===== src/rtl/mem_wb_stage_pkg.sv =====
// mem_wb_pkg: shared types and helpers for the MEM/WB stage.
// Contents:
//   acc_state_t : access FSM states (IDLE, MISS_WAIT, DONE_HOLD)
//   sat_inc     : saturating increment for counters of width w (w <= 64)
package mem_wb_pkg;

    typedef enum logic [1:0] {IDLE, MISS_WAIT, DONE_HOLD} acc_state_t;

    function automatic logic [63:0] sat_inc(input logic [63:0] v, input int unsigned w);
        logic [63:0] max_v;
        max_v = (w >= 64) ? '1 : ((64'd1 << w) - 64'd1);
        return (v >= max_v) ? v : v + 64'd1;
    endfunction

endpackage


===== src/rtl/mem_wb_stage_if.sv =====
// mem_wb_stage_if: data-cache bus between the MEM/WB stage and the cache.
// Signals:
//   cache_addr, cache_rd_req, cache_wr_req, cache_wr_data : stage -> cache
//   cache_rd_data, cache_miss                             : cache -> stage
// Modports: master (stage side), slave (cache side).
interface mem_wb_stage_if #(
    parameter int ADDR_W = 32,
    parameter int DATA_W = 32
);
    logic [ADDR_W-1:0] cache_addr;
    logic              cache_rd_req;
    logic              cache_wr_req;
    logic [DATA_W-1:0] cache_wr_data;
    logic [DATA_W-1:0] cache_rd_data;
    logic              cache_miss;

    modport master (
        output cache_addr, cache_rd_req, cache_wr_req, cache_wr_data,
        input  cache_rd_data, cache_miss
    );

    modport slave (
        input  cache_addr, cache_rd_req, cache_wr_req, cache_wr_data,
        output cache_rd_data, cache_miss
    );
endinterface


===== src/rtl/mem_wb_stage_stats.sv =====
// mem_access_stats: access FSM, stall request and saturating hit/miss/miss-cycle counters.
// Ports:
//   clk, rst (async, active-low), en (stage enable), req (cache access this cycle),
//   cache_miss, stat_clr (sync clear, beats increments),
//   stall_req (combinational), hit_count, miss_count, miss_cycles.
module mem_access_stats
    import mem_wb_pkg::*;
#(
    parameter int CNT_W = 32
) (
    input  logic             clk,
    input  logic             rst,
    input  logic             en,
    input  logic             req,
    input  logic             cache_miss,
    input  logic             stat_clr,
    output logic             stall_req,
    output logic [CNT_W-1:0] hit_count,
    output logic [CNT_W-1:0] miss_count,
    output logic [CNT_W-1:0] miss_cycles
);
    acc_state_t state;
    logic       hit_inc;
    logic       miss_inc;

    // Accesses are only counted from IDLE, so a stalled access is seen once.
    assign hit_inc   = (state == IDLE) && req && !cache_miss;
    assign miss_inc  = (state == IDLE) && req && cache_miss;
    assign stall_req = miss_inc || ((state == MISS_WAIT) && cache_miss);

    always_ff @(posedge clk or negedge rst) begin
        if (!rst) begin
            state       <= IDLE;
            hit_count   <= '0;
            miss_count  <= '0;
            miss_cycles <= '0;
        end else begin
            case (state)
                IDLE:      state <= miss_inc ? MISS_WAIT : (hit_inc && !en) ? DONE_HOLD : IDLE;
                MISS_WAIT: state <= cache_miss ? MISS_WAIT : en ? IDLE : DONE_HOLD;
                DONE_HOLD: state <= en ? IDLE : DONE_HOLD;
                default:   state <= IDLE;
            endcase
            hit_count   <= stat_clr ? '0 : hit_inc ? CNT_W'(sat_inc(64'(hit_count), CNT_W)) : hit_count;
            miss_count  <= stat_clr ? '0 : miss_inc ? CNT_W'(sat_inc(64'(miss_count), CNT_W)) : miss_count;
            miss_cycles <= stat_clr ? '0 : stall_req ? CNT_W'(sat_inc(64'(miss_cycles), CNT_W)) : miss_cycles;
        end
    end
endmodule


===== src/rtl/mem_wb_stage.sv =====
// mem_wb_stage: MEM/WB segment register fronting a data cache, with load-data hold and access stats.
// Ports:
//   clk, rst (async, active-low), en (0 = hold), flush (clears W controls when en=1)
//   M-stage inputs: mem_addr, mem_wdata, mem_we, mem_to_reg_m, result_m, rd_m, reg_write_m
//   cache (mem_wb_stage_if.master): combinational pass-through plus cache_rd_data / cache_miss
//   stall_req, rd_data_w, loaded_bytes_select_w, result_w, rd_w, reg_write_w, mem_to_reg_w
//   stat_clr, hit_count, miss_count, miss_cycles
module mem_wb_stage
    import mem_wb_pkg::*;
#(
    parameter int DATA_W     = 32,
    parameter int ADDR_W     = 32,
    parameter int REG_ADDR_W = 5,
    parameter int RW_W       = 3,
    parameter int CNT_W      = 32
) (
    input  logic                  clk,
    input  logic                  rst,
    input  logic                  en,
    input  logic                  flush,
    input  logic [ADDR_W-1:0]     mem_addr,
    input  logic [DATA_W-1:0]     mem_wdata,
    input  logic [DATA_W/8-1:0]   mem_we,
    input  logic                  mem_to_reg_m,
    input  logic [DATA_W-1:0]     result_m,
    input  logic [REG_ADDR_W-1:0] rd_m,
    input  logic [RW_W-1:0]       reg_write_m,
    mem_wb_stage_if.master        cache,
    output logic                  stall_req,
    output logic [DATA_W-1:0]     rd_data_w,
    output logic [1:0]            loaded_bytes_select_w,
    output logic [DATA_W-1:0]     result_w,
    output logic [REG_ADDR_W-1:0] rd_w,
    output logic [RW_W-1:0]       reg_write_w,
    output logic                  mem_to_reg_w,
    input  logic                  stat_clr,
    output logic [CNT_W-1:0]      hit_count,
    output logic [CNT_W-1:0]      miss_count,
    output logic [CNT_W-1:0]      miss_cycles
);
    logic              hold_valid;
    logic [DATA_W-1:0] hold_data;

    assign cache.cache_addr    = mem_addr;
    assign cache.cache_rd_req  = mem_to_reg_m;
    assign cache.cache_wr_req  = |mem_we;
    assign cache.cache_wr_data = mem_wdata;

    // The cache may drop its read data while the pipeline is stalled,
    // so the value seen in the first stalled cycle is captured and replayed.
    assign rd_data_w = hold_valid ? hold_data : cache.cache_rd_data;

    always_ff @(posedge clk or negedge rst) begin
        if (!rst) begin
            hold_valid            <= 1'b0;
            hold_data             <= '0;
            result_w              <= '0;
            rd_w                  <= '0;
            reg_write_w           <= '0;
            mem_to_reg_w          <= 1'b0;
            loaded_bytes_select_w <= '0;
        end else begin
            hold_valid <= !en;
            if (!en) hold_data <= rd_data_w;
            if (en) begin
                result_w              <= flush ? '0 : result_m;
                rd_w                  <= flush ? '0 : rd_m;
                reg_write_w           <= flush ? '0 : reg_write_m;
                mem_to_reg_w          <= flush ? 1'b0 : mem_to_reg_m;
                loaded_bytes_select_w <= flush ? 2'b00 : mem_addr[1:0];
            end
        end
    end

    mem_access_stats #(.CNT_W(CNT_W)) u_stats (
        .clk        (clk),
        .rst        (rst),
        .en         (en),
        .req        (cache.cache_rd_req | cache.cache_wr_req),
        .cache_miss (cache.cache_miss),
        .stat_clr   (stat_clr),
        .stall_req  (stall_req),
        .hit_count  (hit_count),
        .miss_count (miss_count),
        .miss_cycles(miss_cycles)
    );
endmodule

===== src/flat_wrapper.sv =====
// flat-port wrapper written by rule: the top's interface ports become plain ports
module mem_wb_stage_flat import mem_wb_pkg::*;
#(
    parameter int DATA_W     = 32,
    parameter int ADDR_W     = 32,
    parameter int REG_ADDR_W = 5,
    parameter int RW_W       = 3,
    parameter int CNT_W      = 32
)
  (clk, rst, en, flush, mem_addr, mem_wdata, mem_we, mem_to_reg_m, result_m, rd_m, reg_write_m, stall_req, rd_data_w, loaded_bytes_select_w, result_w, rd_w, reg_write_w, mem_to_reg_w, stat_clr, hit_count, miss_count, miss_cycles, cache_cache_addr, cache_cache_rd_req, cache_cache_wr_req, cache_cache_wr_data, cache_cache_rd_data, cache_cache_miss);
  mem_wb_stage_if #(.ADDR_W(ADDR_W), .DATA_W(DATA_W)) cache_i ();
  input  logic clk;
  input  logic rst;
  input  logic en;
  input  logic flush;
  input  logic [ADDR_W-1:0] mem_addr;
  input  logic [DATA_W-1:0] mem_wdata;
  input  logic [DATA_W/8-1:0] mem_we;
  input  logic mem_to_reg_m;
  input  logic [DATA_W-1:0] result_m;
  input  logic [REG_ADDR_W-1:0] rd_m;
  input  logic [RW_W-1:0] reg_write_m;
  output logic stall_req;
  output logic [DATA_W-1:0] rd_data_w;
  output logic [1:0] loaded_bytes_select_w;
  output logic [DATA_W-1:0] result_w;
  output logic [REG_ADDR_W-1:0] rd_w;
  output logic [RW_W-1:0] reg_write_w;
  output logic mem_to_reg_w;
  input  logic stat_clr;
  output logic [CNT_W-1:0] hit_count;
  output logic [CNT_W-1:0] miss_count;
  output logic [CNT_W-1:0] miss_cycles;
  output wire logic [$bits(cache_i.cache_addr)-1:0] cache_cache_addr;
  output wire logic [$bits(cache_i.cache_rd_req)-1:0] cache_cache_rd_req;
  output wire logic [$bits(cache_i.cache_wr_req)-1:0] cache_cache_wr_req;
  output wire logic [$bits(cache_i.cache_wr_data)-1:0] cache_cache_wr_data;
  input wire logic [$bits(cache_i.cache_rd_data)-1:0] cache_cache_rd_data;
  input wire logic [$bits(cache_i.cache_miss)-1:0] cache_cache_miss;
  assign cache_cache_addr = cache_i.cache_addr;
  assign cache_cache_rd_req = cache_i.cache_rd_req;
  assign cache_cache_wr_req = cache_i.cache_wr_req;
  assign cache_cache_wr_data = cache_i.cache_wr_data;
  assign cache_i.cache_rd_data = cache_cache_rd_data;
  assign cache_i.cache_miss = cache_cache_miss;
  mem_wb_stage #(.DATA_W(DATA_W), .ADDR_W(ADDR_W), .REG_ADDR_W(REG_ADDR_W), .RW_W(RW_W), .CNT_W(CNT_W)) u_core (.clk(clk), .rst(rst), .en(en), .flush(flush), .mem_addr(mem_addr), .mem_wdata(mem_wdata), .mem_we(mem_we), .mem_to_reg_m(mem_to_reg_m), .result_m(result_m), .rd_m(rd_m), .reg_write_m(reg_write_m), .cache(cache_i), .stall_req(stall_req), .rd_data_w(rd_data_w), .loaded_bytes_select_w(loaded_bytes_select_w), .result_w(result_w), .rd_w(rd_w), .reg_write_w(reg_write_w), .mem_to_reg_w(mem_to_reg_w), .stat_clr(stat_clr), .hit_count(hit_count), .miss_count(miss_count), .miss_cycles(miss_cycles));
endmodule

===== config.mk =====
export PLATFORM = sky130hd
export DESIGN_NAME = mem_wb_stage_flat
export DESIGN_NICKNAME = d
export VERILOG_FILES = /design/src/rtl/mem_wb_stage_pkg.sv /design/src/rtl/mem_wb_stage_if.sv /design/src/rtl/mem_wb_stage_stats.sv /design/src/rtl/mem_wb_stage.sv /design/src/flat_wrapper.sv
export SDC_FILE = /design/constraint.sdc
export NUM_CORES = 1
export LEC_CHECK = 0
export CORE_ASPECT_RATIO = 2
export CORE_MARGIN = 2
export CORE_UTILIZATION = 44
export DETAILED_ROUTE_END_ITERATION = 8
export PLACE_DENSITY_LB_ADDON = 0.3
export RECOVER_POWER = 25
export SLEW_MARGIN = 20
export SYNTH_ARGS = -nofsm -noshare
export SYNTH_HDL_FRONTEND = slang
export SYNTH_SLANG_ARGS = --single-unit

===== constraint.sdc =====
create_clock -name clk -period 2.6 [get_ports clk]
set_input_delay 0.39 -clock clk [delete_from_list [all_inputs] [get_ports clk]]
set_output_delay 0.39 -clock clk [all_outputs]
set_load 0.005 [all_outputs]

* After elaboration in Yosys (flattened, before gate mapping)
Index checks and enable logic that the tools add are counted.
Storage, ports and cells: bits in registers 174, latch bits 0, memory bits (writable) 0, ROM bits 0, input port bits 147, output and inout port bits 238, memories kept 0
Cells by class: $add $sub $neg 3, multiply operators 0, divide/modulo/power cells 0, order comparisons 3, equal/unequal tests 5, shifts and indexed selects 0, multiplexer cells 20, bitwise logic cells 1, reductions and logical operators 16
Operators with widths (count):
- 32-bit two-way mux | 11
- 32-bit by 1-bit adder with 32-bit output, second input constant | 3
- 32-bit >= comparator, second input constant | 3
- 2-bit two-way mux | 5
- 2-bit inequality test, second input constant | 3
- 2-bit one-hot mux with 3 select lines | 1
- 2-bit AND reduction | 3
- 2-bit nonzero test | 3
- 1-bit logical AND | 5
- 5-bit two-way mux | 1
- 4-bit OR reduction | 1
- 3-bit two-way mux | 1
- 2-bit by 1-bit equality test with 1-bit output, second input constant | 1
- 2-bit equality test, second input constant | 1
- 1-bit logical NOT | 2
- 2-bit logical NOT | 1
- 1-bit logical OR | 1
- 1-bit two-way mux | 1
- 1-bit OR | 1

* Longest topological paths before layout
word-level depth 8, gate-level depth with buffers 9, gate-level depth less buffers 6

* By module
Synthesis repeated with hierarchy kept, for this count alone.
Second synthesis, totals: cells, all modules 968, area total of the unflattened synthesis 9504.1 um2
Modules (own cells, without submodules):
- mem_access_stats | times used 1, cells an instance 615, area each 5566.6 um2, seq. area each 2452.4 um2
- mem_wb_stage | times used 1, cells an instance 353, area each 3937.5 um2, seq. area each 1901.8 um2

* Least setup slack after synthesis
OpenSTA, ideal clock, no wires.
kind input -> register, start in mem_we[1], end reg u_core.u_stats.miss_cycles[1], arrival time 2.155 ns, required time 2.468 ns, path slack 0.313 ns, stages 8, path buffers 3, cell sequence or4_1 -> buf_2 -> o21ai_1 -> a31o_2 -> buf_2 -> buf_4 -> mux2i_1 -> nor2_1
On the way: word-level cells in the longest chain between the ends 7
Ends and longest elaborated chain:
- start: declaration | RTL line flat_wrapper.sv:18 | input logic [DATA_W/8-1:0] mem_we;
- 4-bit OR reduction | RTL line mem_wb_stage.sv:46 | assign cache.cache_wr_req = |mem_we;
- named net cache_cache_wr_req | RTL line flat_wrapper.sv:36 | output wire logic [$bits(cache_i.cache_wr_req)-1:0] cache_cache_wr_req;
- 1-bit OR | RTL line mem_wb_stage.sv:79 | .req (cache.cache_rd_req | cache.cache_wr_req),
- 1-bit logical AND (2 in a row) | RTL line mem_wb_stage_stats.sv:28 | assign miss_inc = (state == IDLE) && req && cache_miss;
- 1-bit logical OR | RTL line mem_wb_stage_stats.sv:29 | assign stall_req = miss_inc || ((state == MISS_WAIT) && cache_miss);
- 2-bit nonzero test (no source line)
- 2-bit AND reduction (no source line)
- end signal: assignment | RTL line mem_wb_stage_stats.sv:46 | miss_cycles <= stat_clr ? '0 : stall_req ? CNT_W'(sat_inc(64'(miss_cycles), CNT_W)) : miss_cycles;
- end: declaration | RTL line mem_wb_stage_stats.sv:20 | output logic [CNT_W-1:0] miss_cycles
The timed path passes the listed nets, and every way through them passes these cells. A chain may end at the register's enable or synchronous reset.

* Final worst setup path
start in mem_we[1], end out stall_req
On the way: word-level cells in the longest chain between the ends 5
Ends and longest elaborated chain:
- 4-bit OR reduction | RTL line mem_wb_stage.sv:46
- 1-bit OR | RTL line mem_wb_stage.sv:79
- 1-bit logical AND (2 in a row) | RTL line mem_wb_stage_stats.sv:28
- 1-bit logical OR | RTL line mem_wb_stage_stats.sv:29
- end: declaration | RTL line flat_wrapper.sv:23 | output logic stall_req;
Every way passes these cells.

==> run_results.csv <==
group,metric,value,unit
sta,tightestPinTransition,2150,ps
worst_setup_path,crit_required,2210,ps
sta,finalCriticalPeriod,2490,ps
floorplan,rows,75,
worst_setup_path,slowest_stage,"or4_4",
sta,max_freq,0.402,GHz
sta,rsz0062_at_grt,"false",
floorplan,io_pins,385,
route,drtIter0Drc,420,
global_routing,grt_pass1_vias,8211,
synthesis,syn-cell-area,0.00945,sq mm
worst_setup_path,critPathTopFamily,"buffers and inverters",
route,drc,0,
worst_setup_path,path_class,"in2out",
place,place_area,0.0121,sq mm
global_routing,grtUsageTotal,23.9,%
route,routedWlPerCell,18.8,microns
cts,root_buffer,"clkbuf_16",
cells_and_area,antenna_cells,0,
sta,finalHoldViolCount,0,
power,switching_share,24.3,%
synthesis,synth_top_area_share,46.1,%
synthesis,synth_nets,1104,
cells_and_area,syn_to_final_growth,34.8,%
power,peakVddDrop,543,uV
cts,clock_latency,440,ps
global_routing,grt.overflow.total,0,
place,dpl.hpwl,20.0,mm
place,placed_cells_incl_taps,1421,
status,status,"complete, but fails checks",
power,clock_power_share,40.7,%
cts,cts.sinks,174,
synthesis,ys_ff_latch,174,
synthesis,synth.area.top_cells,"dfrtp_1, mux2_2, buf_4",
power,power_density,519,mW/mm^2
route,vias,8216,
synthesis,synth_edf_count,0,
synthesis,synth_top_cell_by_area,"dfrtp_1",
synthesis,syn_area_per_cell,9.91,sq um
route,wl,27.3,mm
synthesis,ys.flop_type,"dfrtp_1",
route,avgViaCountPerCell,5.65,
worst_setup_path,crit_chain,"clkdlybuf4s50_1 -> or4_4 -> o21ai_1 -> inv_1 -> clkdlybuf4s50_1",
cells_and_area,fillers,1797,
synthesis,ys_types,56,
power,seqPwrFrac,44.7,%
sta,slew_viol_final,39,
cts,post_cts_buffers,0,
global_routing,grt_pass1_wl,42.5,mm
sta,skew,14.6,ps
power,leakagePower,4.96,nW
power,switching_power,1.61,mW
worst_setup_path,crit_buf_inv,3,
cells_and_area,design_area,0.0127,sq mm
sta,timing.final.crit_share,95.7,%
cts,cts_tree,"yes",
floorplan,die_h,211,microns
worst_setup_path,crit_path_end_kind,"output port",
global_routing,antenna_found_initial,0,
cts,clockBufferDepth,2,
route,ant_nets,0,
sta,finalSetupViolCount,0,
synthesis,seq_area_frac_synth,46.1,%
worst_hold_path,hp-class,"in2async",
cells_and_area,fin_cells,1454,
floorplan,die_area,0.0227,sq mm
place,portBuffers,260,
worst_setup_path,worstPathArrival,2100,ps
sta,slew_headroom,-43.4,%
synthesis,yosysWarnings,0,
cts,numCtsBuffers,17,
worst_setup_path,start_kind,"primary input",
cts,path_clk_slew,60,ps
flow_run,cap_viol_max_count,1,
route,drt_first_pass_iters,5,
floorplan,core_region_area,0.0210,sq mm
worst_setup_path,path_common_cell,"clkdlybuf4s50_1",
worst_setup_path,cpPeakStageDelay,590,ps
power,p_int,5.00,mW
status,violations,"capacitance limit, slew limit",
floorplan,start_util,45.0,%
place,gp_congestion,0.848,
synthesis,async_reset_ff_share,100,%
synthesis,netlist_instances,954,
cells_and_area,final_nets,1322,
cts,htreeDepth,4,
worst_setup_path,crit_fanout,7,
cells_and_area,drive_gt1_share,15.1,%
global_routing,grt_max_degree,80,
floorplan,die_w,108,microns
power,p_comb_share,14.6,%
[through the flow]
step / worst slack (ps) / hold slack, ps / TNS [ps] / power (mW) / util, %
floorplan: 313 / 94.4 / 0 / 3.45 / -
global placement: -39.4 / 312 / -132 / 3.95 / 57.7
detailed placement: -49.7 / 312 / -218 / 3.98 / 57.7
CTS: 5.73 / 403 / 0 / 6.69 / 60.7
global route: 32.4 / 431 / 0 / 6.89 / 60.6
finish: 111 / 409 / 0 / 6.61 / 60.6
[logic make-up (layout without fill, tap and decap cells)]
| group | count (synthesis) | in the layout | synth area share (%) |
|---|---|---|---|
| compound gates | 179 | 179 | 11.3 |
| mux | 83 | 83 | 9.85 |
| simple gates | 330 | 330 | 21.1 |
| flops | 174 | 174 | 46.1 |
| fa+ha+maj | 3 | 3 | 0.397 |
| xor+xnor | 21 | 21 | 1.95 |
| buf+inv | 164 | 395 | 9.29 |
[what timing repair did]
| action | 4_1_cts | 5_1_grt |
|---|---|---|
| endpoints found under the setup margin | 0 | 1 |
| hold endpoints to repair | 32 | 0 |
| resized for setup | 0 | 1 |
| hold buffers | 1 | 0 |
[worst reg2reg max path, cell delays in order (launching register included)]
cell and delay, ps:
dfrtp_1 480, nand4_4 180, or4_4 610, a2111oi_2 500, nand3_1 150, mux2_1 320
[sequential cells by signal, summed over array words and instances (netlist names)]
register	cells
u_core.hold_data	32
u_core.hold_valid	1
u_core.loaded_bytes_select_w	2
u_core.mem_to_reg_w	1
u_core.rd_w	5
u_core.reg_write_w	3
u_core.result_w	32
u_core.u_stats.hit_count	32
u_core.u_stats.miss_count	32
u_core.u_stats.miss_cycles	32
u_core.u_stats.state	2
[cells in the final DEF (no fill, tap or decap), drive strengths merged, types with 21 or more instances in the layout]
| cell | instances |
|---|---|
| clkdlybuf4s50 | 257 |
| dfrtp | 174 |
| mux2 | 80 |
| o21ai | 65 |
| nor2 | 56 |
| a21oi | 56 |
| inv | 56 |
| buf | 52 |
| nand3b | 41 |
| nand4 | 37 |
| nand3 | 35 |
| or4 | 33 |
| o31ai | 30 |
| nand2 | 28 |
| or3 | 21 |
| clkbuf | 21 |
[final timing paths]
path                                              start                             end  slack (ps)  cells after the start
min reg2reg                        u_core.hold_data[22]            u_core.hold_data[22]         500                      1
max in group asynchronous                           rst   u_core.u_stats.miss_count[27]         500                      3
min                                                 rst  u_core.u_stats.miss_cycles[18]         410                      2
max reg2reg                u_core.u_stats.miss_count[8]   u_core.u_stats.miss_count[21]         250                      5
min in group clk                               stat_clr   u_core.u_stats.miss_count[19]         500                      2
max                                           mem_we[1]                       stall_req         110                      5
[layout make-up]
type / instances / area [sq um] / area share, %
clock buffers: 19 / 443 / 3.48
clock inverters: 13 / 175 / 1.37
inverters: 51 / 191 / 1.50
multi-input cells: 616 / 4220 / 33.1
flip-flops and latches: 174 / 4350 / 34.2
well taps: 269 / 337 / 2.64
repair buffers: 312 / 3020 / 23.7
[per-layer routing]
| metal | track usage, % | part of all wire [%] |
|---|---|---|
| met3 | 7.31 | 7.6 |
| met4 | 11.8 | 3.7 |
| met5 | 0 | 0 |
| met2 | 43.8 | 53 |
| met1 | 23.9 | 35 |
[power by group through the flow]
| stage | clock, mW | combinational (mW) | sequential [mW] |
|---|---|---|---|
| 2_1_floorplan | 0 | 0.455 | 2.99 |
| 3_3_place_gp | 0 | 0.954 | 2.99 |
| 3_5_place_dp | 0 | 0.972 | 3.01 |
| 4_1_cts | 2.76 | 0.979 | 2.95 |
| 5_1_grt | 2.87 | 1.05 | 2.97 |
| 6_report | 2.69 | 0.966 | 2.95 |
[cells in the mapped netlist (all sizes together), types with 3 or more instances]
master and n:
nand3b 41, a31o 4, nand4 37, nor4 19
or3 21, nand2 28, a22o 4, mux2 80
mux2i 3, o31ai 30, nand2b 3, inv 51
dfrtp 174, nand3 35, a21oi 56, clkbuf 33
and2 4, xor2 4, a2111oi 4, ha 3
or2 4, nor2b 17, xnor2 17, nor3 7
buf 80, nor2 56, a211oi 4, and4 9
or4 33, and3 12, o21ai 65
(Power assumes the default switching activity.)
